===== src/rtl/uart_ctrl_pkg.sv =====
// uart_ctrl_pkg: state encoding and helpers shared by the UART control blocks
package uart_ctrl_pkg;
  typedef enum logic [1:0] {
    ARB_IDLE   = 2'd0,
    ARB_LAUNCH = 2'd1,
    ARB_WAIT   = 2'd2
  } arb_state_t;
  function automatic int clog2(input int v);
    int r;
    r = 0;
    while ((1 << r) < v) r++;
    return r;
  endfunction
endpackage


===== src/rtl/uart_rr_pick.sv =====
// uart_rr_pick: first set request searching upward from last+1, wrapping modulo N
module uart_rr_pick
  import uart_ctrl_pkg::*;
#(
  parameter int N = 4,
  localparam int W = (N > 1) ? clog2(N) : 1
) (
  input  logic [N-1:0] req,
  input  logic [W-1:0] last,
  output logic         any,
  output logic [W-1:0] idx
);
  logic [W-1:0] w_cand;
  assign any = |req;
  always_comb begin
    idx = '0;
    w_cand = '0;
    for (int k = N; k >= 1; k--) begin
      w_cand = W'((int'(last) + k) % N);
      if (req[w_cand]) idx = w_cand;
    end
  end
endmodule


===== src/rtl/uart_tx_arbiter.sv =====
// uart_tx_arbiter: round-robin sharing of one uart_tx between NUM_REQ byte producers
module uart_tx_arbiter
  import uart_ctrl_pkg::*;
#(
  parameter int NUM_REQ = 4,
  parameter int CLKS_PER_BIT = 87,
  parameter int TIMEOUT_CLKS = 12 * CLKS_PER_BIT,
  localparam int GW = (NUM_REQ > 1) ? clog2(NUM_REQ) : 1
) (
  input  logic                 i_clock,
  input  logic                 i_reset,
  input  logic [NUM_REQ-1:0]   i_req_valid,
  input  logic [8*NUM_REQ-1:0] i_req_bytes,
  output logic [NUM_REQ-1:0]   o_req_ack,
  output logic [NUM_REQ-1:0]   o_req_done,
  output logic                 o_tx_dv,
  output logic [7:0]           o_tx_byte,
  input  logic                 i_tx_active,
  input  logic                 i_tx_done,
  output logic                 o_busy,
  output logic [GW-1:0]        o_grant_id,
  output logic                 o_timeout
);
  localparam int CW = (TIMEOUT_CLKS > 1) ? clog2(TIMEOUT_CLKS) : 1;
  localparam logic [CW-1:0] CNT_LAST = CW'(TIMEOUT_CLKS - 1);
  arb_state_t           r_state;
  logic [GW-1:0]        r_last;
  logic [CW-1:0]        r_cnt;
  logic [NUM_REQ-1:0]   r_req_ack;
  logic [NUM_REQ-1:0]   r_req_done;
  logic                 r_tx_dv;
  logic [7:0]           r_tx_byte;
  logic                 r_busy;
  logic [GW-1:0]        r_grant;
  logic                 r_timeout;
  logic                 w_any;
  logic [GW-1:0]        w_idx;
  logic [NUM_REQ-1:0]   w_onehot;
  uart_rr_pick #(.N(NUM_REQ)) u_pick (
    .req  (i_req_valid),
    .last (r_last),
    .any  (w_any),
    .idx  (w_idx)
  );
  assign w_onehot   = NUM_REQ'(1) << w_idx;
  assign o_req_ack  = r_req_ack;
  assign o_req_done = r_req_done;
  assign o_tx_dv    = r_tx_dv;
  assign o_tx_byte  = r_tx_byte;
  assign o_busy     = r_busy;
  assign o_grant_id = r_grant;
  assign o_timeout  = r_timeout;
  always_ff @(posedge i_clock) begin
    if (i_reset) begin
      r_state    <= ARB_IDLE;
      r_last     <= GW'(NUM_REQ - 1);
      r_cnt      <= '0;
      r_req_ack  <= '0;
      r_req_done <= '0;
      r_tx_dv    <= 1'b0;
      r_tx_byte  <= '0;
      r_busy     <= 1'b0;
      r_grant    <= '0;
      r_timeout  <= 1'b0;
    end else begin
      r_tx_dv    <= 1'b0;
      r_req_ack  <= '0;
      r_req_done <= '0;
      r_timeout  <= 1'b0;
      case (r_state)
        ARB_IDLE: begin
          if (w_any && !i_tx_active) begin
            r_state   <= ARB_LAUNCH;
            r_tx_dv   <= 1'b1;
            r_req_ack <= w_onehot;
            r_busy    <= 1'b1;
            r_grant   <= w_idx;
            r_tx_byte <= i_req_bytes[8*w_idx +: 8];
          end
        end
        ARB_LAUNCH: begin
          r_state <= ARB_WAIT;
          r_cnt   <= '0;
        end
        ARB_WAIT: begin
          r_cnt <= (r_cnt == '1) ? r_cnt : r_cnt + 1'b1;
          if (i_tx_done) begin
            r_req_done <= NUM_REQ'(1) << r_grant;
            r_last     <= r_grant;
            r_busy     <= 1'b0;
            r_state    <= ARB_IDLE;
          end else if (r_cnt == CNT_LAST) begin
            r_timeout <= 1'b1;
            r_last    <= r_grant;
            r_busy    <= 1'b0;
            r_state   <= ARB_IDLE;
          end
        end
        default: r_state <= ARB_IDLE;
      endcase
    end
  end
endmodule


===== config.mk =====
export PLATFORM = sky130hd
export DESIGN_NAME = uart_tx_arbiter
export DESIGN_NICKNAME = d
export VERILOG_FILES = /design/src/rtl/uart_ctrl_pkg.sv /design/src/rtl/uart_rr_pick.sv /design/src/rtl/uart_tx_arbiter.sv
export SDC_FILE = /design/constraint.sdc
export NUM_CORES = 1
export LEC_CHECK = 0
export CORE_MARGIN = 2
export CORE_UTILIZATION = 45
export DETAILED_ROUTE_END_ITERATION = 7
export PLACE_DENSITY_LB_ADDON = 0.05
export SLEW_MARGIN = 20
export SYNTH_ARGS = -nofsm -noshare
export SYNTH_HDL_FRONTEND = slang
export SYNTH_SLANG_ARGS = --single-unit

===== constraint.sdc =====
create_clock -name i_clock -period 1.9 [get_ports i_clock]
set_input_delay 0.38 -clock i_clock [delete_from_list [all_inputs] [get_ports i_clock]]
set_output_delay 0.38 -clock i_clock [all_outputs]
set_load 0.05 [all_outputs]

==> qor.yml, run 1 <==
place:
  gp_congestion: 0.826
  dpl.hpwl_um: 3550
  io_buffers: 60
clock_network:
  h-tree-depth: 2
  cts_buffer_depth: 2
  cts_tree: "yes"
  cts_sinks: 36
  root_buffer: "clkbuf_8"
  clk_latency_ps: 280
  cts.clk_slew.worst_paths_ps: 70
  cts_buffers: 5
  cts.hold.buffers_added: 0
power_and_ir_drop:
  pwr-share-seq_pct: 43.3
  combPwrFrac_pct: 26.1
  power.net_switching_uw: 526
  p_int_mw: 1.35
  swShare_pct: 28.0
  vdd_drop_max_uv: 402
  p_per_area_nw_per_um2: 683
  clockPowerShare_pct: 30.6
  p_leak_nw: 1.04
  design_power_total_mw: 1.87
global_route:
  grt_pass1_vias: 1597
  grt_use_total_pct: 21.8
  grt_pass1_wl_um: 7290
  antenna_found_initial: 0
  grt_max_degree: 21
  grt-ovfl-total: 0
layout:
  num-nets-final: 301
  final_util_pct: 73.8
  area_growth_pct: 54.5
  diodes: 0
  drive_gt1_share_pct: 20.0
sta:
  slew_viol_final: 0
  tightest_slew_ps: 515
  setup_viol: 0
  fin_setup_tns_ps: 0
  finClkSkew_ps: 2.29
  finalCritPeriodShare_pct: 99.2
  fmax_mhz: 531
  post-route-min-period_ps: 1880
  slew_headroom_pct: 65.6
  finalHoldViolations: 0
  whs_ps: 492
yosys:
  syn-num-nets: 226
  netlist_area_um2: 1780
  yosysMostFrequentCell: "dfxtp_1"
  ys_types: 46
  synthTopCellsByArea: "dfxtp_1, mux2i_1, o221ai_2"
  synth-warning-count: 0
  ys_ff_latch: 36
  synth_area_per_cell_um2: 9.60
  synth.yosys.seq_area_share_pct: 40.6
  synth_area_leader_cell: "dfxtp_1"
  synthArstFlopShare_pct: 0
  synthCells: 185
  synth_flop_cell: "dfxtp_1"
  synth_top_area_share_pct: 40.6
  synth_common_cells: "dfxtp_1, nor2_1, mux2i_1"
  synth_edf_count: 0
setup_path:
  startpoint_type: "input port"
  required_ps: 2060
  regToRegSetupSlack_ps: 180
  endpoint_kind: "flip-flop"
  cp_max_fo: 5
  crit_arrival_ps: 2040
  worstSetupPathType: "in2reg"
status:
  outcome: "complete, no violations"
detailed_routing:
  wl_per_cell_um: 16.5
  ant_nets: 0
  finalWirelength_um: 5070
  drc: 0
  route.vias.total: 1704
  firstDrtPassIters: 4
  routed_via_density: 5.53
  drt-initial-drc-count: 40
floorplan:
  die_width_um: 66.8
  start_util_pct: 47.8
  dieArea_um2: 4460
  core_area_um2: 3720
  die_y_um: 66.8
  ios: 61
  rows: 22
worst_hold_path:
  hold_path_class: "reg2reg"
flow_run:
  max-cap-violations: 0
-- final timing paths --
kind,cells after the start,startpoint,endpoint
setup reg to reg,5,r_cnt[5],r_cnt[2]
hold / removal,2,r_cnt[10],r_cnt[10]
setup / recovery,9,i_req_valid[0],o_tx_byte[5]
hold reg to reg,2,r_cnt[10],r_cnt[10]
-- cell families after synthesis --
family	count (synthesis)	share of synthesized area, %
compound gates	37	18.4
xor+xnor	2	0.987
fa+ha+maj	1	0.705
buf+inv	10	2.75
flops	36	40.6
mux	19	10.7
simple gates	80	25.9
-- power by group through the flow --
stage / Combinational, mW / Clock (mW) / Sequential (mW)
floorplan: 0.158 / 0 / 0.914
global route: 0.517 / 0.625 / 0.816
detailed placement: 0.440 / 0 / 0.827
CTS: 0.441 / 0.586 / 0.810
global placement: 0.431 / 0 / 0.826
finish: 0.490 / 0.573 / 0.812
-- worst max-delay path: stages --
cell and delay (ps):
clkdlybuf4s50_1 450, buf_4 160, nand2_1 70, o22ai_2 100, nor3_4 200, buf_6 160
clkbuf_16 160, mux2i_2 230, o221ai_2 120
-- through the flow --
| step | area [um^2] | std cells | setup slack, ps |
|---|---|---|---|
| after floorplan | 1780 | 185 | 262 |
| after global placement | 2510 | 298 | -203 |
| after detailed placement | 2510 | 298 | -251 |
| after CTS | 2610 | 305 | 35.8 |
| after global routing | 2740 | 308 | -75.9 |
| final | 2740 | 308 | 15.6 |
-- area by class of cell --
type                    instances  area [um^2]
inverters                       1         3.75
flip-flops and latches         36          721
multi-input cells             139         1090
fillers                       265          972
well taps                      48         60.1
clock buffers                   7         96.3
repair buffers                 77          777
-- sequential cells by signal (all words and copies together), names as in the netlist --
signal,count
o_timeout,1
r_last,2
o_busy,1
o_req_ack,4
o_tx_byte,8
r_cnt,11
r_state,2
o_req_done,4
o_tx_dv,1
o_grant_id,2
-- cell usage in the layout, fill, tap and decap left out, types with 2 or more instances in the layout --
master,n
a21oi_1,9
nand3_1,3
o21ai_0,6
nand2_1,12
buf_4,15
nand3b_1,11
mux2i_4,2
o221ai_2,8
mux2i_1,14
clkbuf_8,7
nand4b_1,2
nor3b_1,2
and4_1,3
dfxtp_1,36
clkbuf_16,2
and3_1,3
nor2_1,21
mux2i_2,3
nor2_2,2
xor2_1,2
nand2b_1,4
clkdlybuf4s50_1,57
nor2b_1,3
nand4_1,2
nor3_1,3
-- routing by layer --
layer / track usage, % / up-vias / wire, um
met1: 23.5 / 822 / 1970
li1: - / 834 / -
met5: 0 / - / 0
met4: 6.63 / 0 / 43
met3: 5.91 / 5 / 268
met2: 40.9 / 43 / 2790
-- timing repair --
item,CTS,global route
gates resized for setup,0,16
setup endpoints to repair,0,9
buffers inserted,0,1
(Power assumes the default switching activity.)
==> run 2: changes to the inputs <==
--- a/config.mk
+++ b/config.mk
@@ -6,7 +6,8 @@
 export NUM_CORES = 1
 export LEC_CHECK = 0
 export CORE_MARGIN = 2
-export CORE_UTILIZATION = 45
+export CORE_UTILIZATION = 42
+export CTS_BUF_LIST = sky130_fd_sc_hd__clkbuf_8
 export DETAILED_ROUTE_END_ITERATION = 7
 export PLACE_DENSITY_LB_ADDON = 0.05
 export SLEW_MARGIN = 20
==> constraint.sdc (replaced) <==
create_clock -name i_clock -period 1.65 [get_ports i_clock]
set_input_delay 0.33 -clock i_clock [delete_from_list [all_inputs] [get_ports i_clock]]
set_output_delay 0.33 -clock i_clock [all_outputs]
set_load 0.05 [all_outputs]
==> run 2 against run 1 <==
Clock-buffer cell count stayed put. Die area is 6.7% higher. Global-route usage is 1.0 points higher. Clock skew is 1.7 ps higher. Worst setup slack better by 35 ps. Largest power group unchanged.
==> qor.yml, run 2 (same netlist as run 1, synthesis figures left out) <==
global_route:
  grt_pass1_wl_um: 8760  # was 7290 um
  grt_pass1_vias: 1787  # was 1,597
  grt_max_degree: 14  # was 21
  antenna_found_initial: 0  # unchanged
  grt-ovfl-total: 0  # unchanged
  grt_use_total_pct: 22.8  # was 21.8%
layout:
  layout_commonest_cell: "buf_4"  # was clkdlybuf4s50_1
  drive_gt1_share_pct: 37.7  # was 20.0%
  area_growth_pct: 69.1  # was 54.5%
  final_cells: 326  # was 308
  multi_input_area_um2: 1220  # was 1090 um^2
  fillers: 269  # was 265
  final_cell_mix: "buf_4, clkdlybuf4s50_1, dfxtp_1, nor2_1, nand3b_1"  # was clkdlybuf4s50_1, dfxtp_1, nor2_1, buf_4, mux2i_1
  largest_reg_flops: 11  # unchanged
  diodes: 0  # unchanged
  regArea_um2: 727  # was 721 um^2
  num-nets-final: 316  # was 301
  design_area_um2: 3000  # was 2740 um^2
  top_register: "r_cnt"  # unchanged
setup_path:
  startpoint_type: "flip-flop"  # was input port
  crit_buf_inv: 3  # was 4
  cp_max_fo: 6  # was 5
  crit_top_cell: "buf_6"
  cpPeakStageDelay_ps: 390  # was 450 ps
  rr_startpoint: "r_last[1]"  # was r_cnt[5]
  crit_arrival_ps: 1770  # was 2040 ps
  endpoint_kind: "flip-flop"  # unchanged
  worstSetupPathType: "reg2reg"  # was in2reg
  crit_family: "flip-flops"  # was buffers and inverters
  regToRegSetupSlack_ps: 50  # was 180 ps
  cp_slowest_cell: "dfxtp_4"  # was clkdlybuf4s50_1
  required_ps: 1820  # was 2060 ps
  crit_chain: "nand2_4, o22ai_4, nor3_4, buf_6, buf_4, buf_6, mux2i_1, o221ai_2"  # was clkdlybuf4s50_1, buf_4, nand2_1, o22ai_2, nor3_4, buf_6, clkbuf_16, mux2i_2, o221ai_2
  rr_worst_depth: 8  # was 5
  timing.rr.end: "o_tx_byte[1]"  # was r_cnt[2]
clock_network:
  clk_latency_ps: 280  # about the same
  h-tree-depth: 2  # unchanged
  cts_buffers: 5  # unchanged
  cts_tree: "yes"  # unchanged
  cts.hold.buffers_added: 0  # unchanged
  cts.clk_slew.worst_paths_ps: 70  # about the same
  cts_buffer_depth: 2  # unchanged
  root_buffer: "clkbuf_8"  # unchanged
  cts_sinks: 36  # unchanged
sta:
  fmax_mhz: 625
  whs_ps: 509  # was 492 ps
  setup_viol: 0  # unchanged
  slew_headroom_pct: 75.1  # was 65.6%
  rsz0062_at_grt: "true"
  finalHoldViolations: 0  # unchanged
  post-route-min-period_ps: 1600
  tightest_slew_ps: 372  # was 515 ps
  fin_setup_tns_ps: 0  # unchanged
  finClkSkew_ps: 3.95  # was 2.29 ps
  slew_viol_final: 0  # unchanged
  finalCritPeriodShare_pct: 96.9
floorplan:
  dieArea_um2: 4760  # was 4460 um^2
  core_area_um2: 4030  # was 3720 um^2
  rows: 23  # was 22
  ios: 61  # unchanged
  die_y_um: 69.0  # was 66.8 um
  start_util_pct: 44.1  # was 47.8%
  die_width_um: 69.0  # was 66.8 um
power_and_ir_drop:
  p_int_mw: 1.77  # was 1.35 mW
  power.net_switching_uw: 676  # was 526 uW
  pwr-share-seq_pct: 38.3  # was 43.3%
  p_per_area_nw_per_um2: 815  # was 683 nW/um^2
  design_power_total_mw: 2.45  # was 1.87 mW
  combPwrFrac_pct: 26.8  # was 26.1%
  vdd_drop_max_uv: 421  # was 402 uV
  p_leak_nw: 1.18  # was 1.04 nW
  clockPowerShare_pct: 34.9  # was 30.6%
  swShare_pct: 27.6  # was 28.0%
worst_hold_path:
  min_path_cells: 4  # was 2
  hold_path_class: "in2reg"  # was reg2reg
  min_to: "o_req_ack[1]"  # was r_cnt[10]
  min-delay-start: "i_req_valid[0]"  # was r_cnt[10]
place:
  dpl.hpwl_um: 3750  # was 3550 um
  dpl.cell_count: 309  # was 298
  io_buffers: 60  # unchanged
  placed_area_um2: 2560  # was 2510 um^2
  gp_congestion: 0.793  # was 0.826
detailed_routing:
  firstDrtPassIters: 6  # was 4
  drc: 0  # unchanged
  finalWirelength_um: 5530  # was 5070 um
  route.vias.total: 1779  # was 1,704
  ant_nets: 0  # unchanged
  drt-initial-drc-count: 80  # was 40
  wl_per_cell_um: 17.0  # was 16.5 um
  routed_via_density: 5.46  # was 5.53
status:
  outcome: "complete, no violations"  # unchanged
flow_run:
  max-cap-violations: 0  # unchanged
[run 2: cell types whose count changed in the layout (fill, tap and decap cells not counted), moves of 3 or more]
cell,previous run,this run
clkdlybuf4s50_1,57,35
buf_4,15,45
dfxtp_1,36,33
clkbuf_2,0,3
mux2i_1,14,8
mux2i_4,2,9
[run 2: how the worst max path moves through the flow]
| stage | slack [ps] | cells past startpoint | start | to |
|---|---|---|---|---|
| 2_1_floorplan | 10 | 7 | r_cnt[0] | r_cnt[2] |
| 6_report | 50 | 8 | r_last[1] | o_tx_byte[1] |
| 5_1_grt | -10 | 8 | r_last[1] | o_tx_byte[6] |
| 3_3_place_gp | -400 | 7 | i_req_valid[1] | o_tx_byte[5] |
| 4_1_cts | 10 | 8 | i_req_valid[1] | o_tx_byte[1] |
| 3_5_place_dp | -460 | 7 | i_req_valid[1] | o_tx_byte[6] |
[run 2: repair_timing]
item / in CTS / in global routing
setup buffers: 3 / 3
setup endpoints to repair: 13 / 15
gates cloned: 3 / 0
pin swaps: 2 / 6
gates resized for setup: 25 / 31
[run 2: cell type report]
| type | instances | share of cell area (%) |
|---|---|---|
| Sequential cell | 36 | 24.2 |
| Clock inverter | 1 | 1.00 |
| Multi-Input combinational cell | 139 | 40.7 |
| Inverter | 1 | 0.125 |
| Tap cell | 50 | 2.08 |
| Timing Repair Buffer | 92 | 28.7 |
| Clock buffer | 7 | 3.21 |
[run 2: power by group through the flow]
stage / clock network (mW) / registers, mW / logic [mW]
finish: 0.852 / 0.937 / 0.656
global route: 0.910 / 0.940 / 0.689
CTS: 0.868 / 0.934 / 0.615
detailed placement: 0 / 0.954 / 0.522
global placement: 0 / 0.953 / 0.513
floorplan: 0 / 1.05 / 0.182
[run 2: worst reg2reg max path, cell delays in order, from the launching register on]
cell and delay [ps]:
dfxtp_4 390, nand2_4 90, o22ai_4 80, nor3_4 240, buf_6 150, buf_4 100, buf_6 110, mux2i_1 230
o221ai_2 110
[run 2: per-stage QoR]
stage	setup slack, ps	util (%)
6_report	50.6	74.5
5_1_grt	-13.1	74.5
2_1_floorplan	11.7	-
4_1_cts	13.9	71.5
3_5_place_dp	-460	63.4
3_3_place_gp	-400	63.4
[run 2: metal layers]
layer | vias up | routed length (um) | global-route usage [%]
li1 | 869 | - | -
met1 | 830 | 2170 | 24.7
met2 | 71 | 2990 | 44.4
met3 | 9 | 308 | 4.97
met4 | 0 | 62 | 5.45
met5 | - | 0 | 0
